--- src/rtl/packet_serializer.sv ---
// Packet-to-flit serializer: pops one wide packet from a registered-output FIFO
// and streams it out LSB-first as NUM_FLITS flits under valid/ready handshaking.
module packet_serializer #(
  parameter int PACKET_WIDTH = 128,
  parameter int FLIT_WIDTH   = 32
) (
  input  logic                    clk,
  input  logic                    rst,
  input  logic                    fifo_empty,
  output logic                    fifo_rd_en,
  input  logic [PACKET_WIDTH-1:0] fifo_rd_data,
  output logic                    flit_valid,
  input  logic                    flit_ready,
  output logic [FLIT_WIDTH-1:0]   flit_data,
  output logic                    flit_last,
  output logic                    busy,
  output logic [15:0]             pkt_sent
);

  localparam int NUM_FLITS = PACKET_WIDTH / FLIT_WIDTH;
  localparam int IDX_W     = (NUM_FLITS > 1) ? $clog2(NUM_FLITS) : 1;
  localparam logic [IDX_W-1:0] LAST_IDX = IDX_W'(NUM_FLITS - 1);

  if ((PACKET_WIDTH % FLIT_WIDTH) != 0 || NUM_FLITS < 2) begin : g_bad_params
    $error("packet_serializer: PACKET_WIDTH must be a multiple of FLIT_WIDTH with at least 2 flits");
  end

  typedef enum logic [1:0] {
    IDLE  = 2'd0,
    FETCH = 2'd1,
    SEND  = 2'd2
  } state_e;

  state_e                                   state_q;
  logic [IDX_W-1:0]                         idx_q;
  logic [NUM_FLITS-1:0][FLIT_WIDTH-1:0]     pkt_q;
  logic [15:0]                              pkt_sent_q;
  logic                                     at_last;
  logic                                     xfer_last;

  assign at_last   = (state_q == SEND) && (idx_q == LAST_IDX);
  assign xfer_last = at_last && flit_ready;

  // The pop is combinational so the FIFO's registered data lands exactly in FETCH;
  // the next pop overlaps the final flit transfer to keep one bubble per packet.
  assign fifo_rd_en = !rst && !fifo_empty && ((state_q == IDLE) || xfer_last);

  assign flit_valid = (state_q == SEND);
  assign flit_last  = at_last;
  assign flit_data  = pkt_q[idx_q];
  assign busy       = (state_q != IDLE);
  assign pkt_sent   = pkt_sent_q;

  always_ff @(posedge clk) begin
    if (rst) begin
      state_q    <= IDLE;
      idx_q      <= '0;
      pkt_q      <= '0;
      pkt_sent_q <= '0;
    end else begin
      case (state_q)
        IDLE: begin
          if (!fifo_empty) state_q <= FETCH;
        end
        FETCH: begin
          pkt_q   <= fifo_rd_data;
          idx_q   <= '0;
          state_q <= SEND;
        end
        SEND: begin
          if (flit_ready) begin
            if (at_last) begin
              pkt_sent_q <= pkt_sent_q + 16'd1;
              state_q    <= fifo_empty ? IDLE : FETCH;
            end else begin
              idx_q <= idx_q + IDX_W'(1);
            end
          end
        end
        default: state_q <= IDLE;
      endcase
    end
  end

endmodule

--- config.mk ---
export PLATFORM = sky130hd
export DESIGN_NAME = packet_serializer
export DESIGN_NICKNAME = d
export VERILOG_FILES = /design/src/rtl/packet_serializer.sv
export SDC_FILE = /design/constraint.sdc
export NUM_CORES = 1
export LEC_CHECK = 0
export CORE_MARGIN = 8
export CORE_UTILIZATION = 40
export DETAILED_ROUTE_END_ITERATION = 16
export PLACE_DENSITY = 0.76
export REMOVE_ABC_BUFFERS = 1
export SKIP_LAST_GASP = 1
export SLEW_MARGIN = 30
export SYNTH_ARGS = -nofsm -noshare
export SYNTH_HDL_FRONTEND = slang
export SYNTH_SLANG_ARGS = --single-unit
--- constraint.sdc ---
create_clock -name clk -period 4.15 [get_ports clk]
set_input_delay 0.83 -clock clk [delete_from_list [all_inputs] [get_ports clk]]
set_output_delay 0.83 -clock clk [all_outputs]
set_load 0.05 [all_outputs]
Word-level counts from Yosys, hierarchy flattened
Cells that the tools add are included.

cells by class
  add/sub/neg operators = 2
  $mul = 0
  divide/modulo/power cells = 0
  order comparisons = 1
  equality and inequality tests = 7
  shift-type cells = 0
  multiplexer cells = 10
  bitwise gates (word level) = 0
  reductions and logical operators = 13

operators by type and width
  cell                                                   number
  binary-select mux 32 bit (select 2 bit)                1
  two-way mux 32 bit                                     1
  adder 16 x 1 -> 16 bit, second input constant          1
  two-way mux 2 bit                                      5
  AND reduction 3 bit                                    3
  case mux 2 bit (3 select lines)                        1
  == test 2 bit, second input constant                   2
  logical AND 1 bit                                      4
  inequality test 2 x 1 -> 1 bit, second input constant  2
  inequality test 2 bit, second input constant           2
  case mux 2 bit (2 select lines)                        1
  nonzero test 2 bit                                     2
  < comparator 2 x 3 -> 1 bit, second input constant     1
  adder 2 x 1 -> 2 bit, second input constant            1
  == test 2 x 1 -> 1 bit, second input constant          1
  zero test 1 bit                                        2
  zero test 2 bit                                        1
  logical OR 1 bit                                       1
  two-way mux 1 bit                                      1

word-level totals
  register bits = 148
  latch bits = 0
  RAM bits = 0
  ROM bits = 0
  bits of input ports = 132
  output and inout port bits = 52
  logic and storage cells = 40
  memories = 0

Depth between registers and ports, before layout
  depth after elaboration = 5
  depth in mapped cells = 5
  gate-level depth less buffers = 5

Least setup slack after synthesis
OpenSTA, ideal clock, no wires.

  path type = input port to output port
  start point = input port rst
  end point = output port fifo_rd_en
  arrival = 3.448 ns
  data required time = 3.320 ns
  path slack = -0.128 ns
  cell stages on the path = 2
  buffers on the path = 1
  cell sequence = clkbuf_1 -> a2111oi_0

on the way
  word-level cells in the longest chain between the ends = 3

RTL lines
  element                          line  source
  start, declared                  8     input logic rst,
  zero test 1 bit                  46    assign fifo_rd_en = !rst && !fifo_empty && ((state_q == IDLE) || xfer_last);
  logical AND 1 bit (2 in series)  46
  end, declared                    10    output logic fifo_rd_en,

No other way between the ends.

Final worst setup path
  start point = register idx_q[1]
  end point = output port flit_data[10]

on the way
  word-level cells in the longest chain between the ends = 2

RTL lines
  element                                   line  source
  start, declared                           35    logic [IDX_W-1:0] idx_q;
  start signal, assigned                    76    idx_q <= idx_q + IDX_W'(1);
  binary-select mux 32 bit (select 2 bit)   50    assign flit_data = pkt_q[idx_q];
  two-way mux 32 bit (implied by the code)  50
  end, declared                             14    output logic [FLIT_WIDTH-1:0] flit_data,

No other way between the ends. The select of a mux whose other input is x is not followed.

==> summary.md <==
| Metric | Value |
|---|---|
| Status | complete, no violations |
| Seq cells post-synth | 148 |
| Setup Crit Path Kind | flip-flop to output pin |
| Worst-path clk slew | 0.06 ns |
| HPWL after DPL | 11400 µm |
| Crit-path max FO | 20 |
| Post-Syn Instances | 709 |
| NumNets Final | 997 |
| Layout cell share with drive strength beyond 1 | 9.59% |
| Final Power | 3.37 mW |
| CP Cell Sequence | buf_12 -> mux4_2 -> clkdlybuf4s50_1 |
| Setup-failing EPs final | 0 |
| Clock Power Share | 41.8% |
| Worst Hold Class | flip-flop to flip-flop |
| Cell Int Power | 2.47 mW |
| CP top delay family | buffers and inverters |
| Cell area after layout | 8540 µm² |
| First-pass GRT wire length | 27200 µm |
| # IOs | 184 |
| Die X | 139 µm |
| Flop pwr share | 45.3% |
| Largest area contributor in the netlist | dfxtp_1 |
| RSZ-0062 raised after global routing | false |
| Combinational power share | 12.9% |
| Total wire length | 16500 µm |
| Fmax | 283 MHz |
| Synth top area share | 48.9% |
| Slowest stage delay, CP | 0.74 ns |
| Die ar. | 19300 µm² |
| Initial Util | 40.5% |
| Clock tree buffer depth | 2 |
| Postcts setup bufs | 0 |
| Setup WS pre-CTS | 1.02 ns |
| CP startpoint kind | flip-flop |
| Max cap viols | 0 |
| Final Hold Fails | 0 |
| Setup crit end kind | output pin |
| Worst skew pair latency | 0.42 ns |
| Tot GR Track Use | 17.2% |
| ANT cells | 0 |
| Wire per inst | 15.5 µm |
| Placed insts | 1032 |
| Port Buffers | 183 |
| Distinct cells, synth | 37 |
| Clk root buf | clkbuf_16 |
| Initial DRC Count | 292 |
| Post-CTS sizing | 0 |
| Main synth FF type | dfxtp_1 |
| Mapped Area | 6060 µm² |
| Crit path buf inv count | 2 |
| Die Y | 139 µm |
| GRT overflow | 0 |
| Post-synth EDFFs | 0 |
| Seq/Total Area, Yosys | 48.9% |
| Placed inst area | 7990 µm² |
| Util after Layout | 57.0% |
| Required time worst endpoint | 3.32 ns |
| CTS tree | built |
| Avg Cell Area, Syn | 8.55 µm² |
| Largest net degree at the start of global routing | 85 |
| Final hold slack | 0.452 ns |
| Slew Limit Fails | 0 |
| # H-tree levels | 4 |
| CP arrival | 2.70 ns |
| Initial antenna violation count | 0 |
| Total CTS buffers | 17 |
| Clock Skew | 0.0131 ns |
| Peak supply drop | 262 µV |
| Slew headroom | 40.1% |
| Core ar. | 15000 µm² |
| Sw frac | 26.5% |
| Routability cong. | 0.764 |
| Power density cells | 394 nW/µm² |
| Area Growth Syn to Fin | 40.9% |
| Async set-reset flop share out of synthesis | 0% |
| Drt pass-1 iters | 7 |
| Final cell count without fillers | 1064 |
| Tightest Pin Transition | 0.898 ns |
| Row cnt | 45 |
| Slowest-stage cell, CP | dfxtp_2 |
| Psw | 893 µW |
| Fin crit period | 3.53 ns |
| Via density | 4.99 |
| Setup WS post-layout | 0.618 ns |
| Static Leakage | 2.90 nW |
| Setup TNS | 0 ns |
| Final cycle utilization of the critical path | 85.1% |
| Antenna Nets Post-Route | 0 |
| Clk sinks | 148 |
| # hold bufs at CTS | 0 |
| DRC | 0 |
| Vias | 5313 |
| Main area contributors after synthesis | dfxtp_1 (49%), nand2_1 (16%), mux4_2 (12%), a21oi_1 (11%), clkbuf_1 (3.0%) |
| Yosys Warn Count | 0 |
| Vias in the first global route | 5284 |
==> state kept, by name, summed over array words and instances (netlist names) <==
signal / cells
idx_q: 2
pkt_q: 128
pkt_sent: 16
state_q: 2
==> routing by layer <==
layer | GRT usage [%] | vias to the layer above | routed length [µm]
li1 | - | 2694 | -
met1 | 21.3 | 2451 | 7210
met2 | 27.8 | 142 | 7970
met3 | 5.23 | 26 | 998
met4 | 6.35 | 0 | 289
met5 | 0 | - | 0
==> cell type report <==
type / instances / area, µm²
multi-input combinational: 500 / 2870
sequential: 148 / 2970
clock inverter: 15 / 124
inverter: 6 / 22.5
tap: 188 / 235
timing repair buffer: 190 / 1890
clock buffer: 17 / 425
fill: 1364 / 6440
==> Yosys cell counts, types with 3 or more instances <==
cell and number:
nor2_1 12, nand2_1 264, or3_1 3, a21oi_1 136, nand2b_1 3, o21ai_0 3, buf_2 4, inv_1 6
clkbuf_1 48, mux4_2 32, buf_1 3, nor4_1 4, xnor2_1 7, nand4_1 4, nor2b_1 3, dfxtp_1 148
==> cell families after synthesis <==
family	synth area share, %
and+or+nand+nor	20.9
buffers and inverters	3.86
xor gates and xnor gates	1.30
AOI/OAI and AO/OA	12.4
muxes	12.3
adders and majority gates	0.413
DFF	48.9
==> cells in the final DEF (no fill, tap or decap), types with 3 or more instances in the layout <==
| cell | n |
|---|---|
| clkdlybuf4s50_1 | 181 |
| clkinvlp_4 | 6 |
| clkbuf_16 | 17 |
| a21oi_1 | 136 |
| nor4_1 | 4 |
| mux4_2 | 32 |
| nand4_1 | 4 |
| inv_1 | 6 |
| o21ai_0 | 3 |
| clkinv_4 | 4 |
| xnor2_1 | 7 |
| nor2b_1 | 3 |
| nor2_1 | 12 |
| inv_6 | 5 |
| or3_1 | 3 |
| nand2_1 | 264 |
| dfxtp_1 | 146 |
| buf_4 | 8 |
==> worst min-delay path, cell delays in order (launching register included) <==
cell     delay (ns)
dfxtp_1        0.31
nand2_1        0.05
a21oi_1        0.05
==> power by group through the flow <==
stage | logic, mW | clock network, mW | registers (mW)
after global routing | 0.472 | 1.50 | 1.53
final | 0.433 | 1.41 | 1.53
after detailed placement | 0.436 | 0 | 1.56
after floorplan | 0.216 | 0 | 1.54
after global placement | 0.430 | 0 | 1.56
after CTS | 0.438 | 1.44 | 1.53
==> final timing paths <==
kind	startpoint	slack, ns	endpoint	cells after the start
max reg2reg	idx_q[1]$_SDFFE_PP0P_	1.72	pkt_sent[15]$_SDFFE_PP0P_	5
min	pkt_q[36]$_SDFFE_PP0N_	0.45	pkt_q[36]$_SDFFE_PP0N_	2
max	idx_q[1]$_SDFFE_PP0P_	0.62	flit_data[10]	3
min reg2reg	pkt_q[36]$_SDFFE_PP0N_	0.45	pkt_q[36]$_SDFFE_PP0N_	2
(Power assumes the default switching activity.)
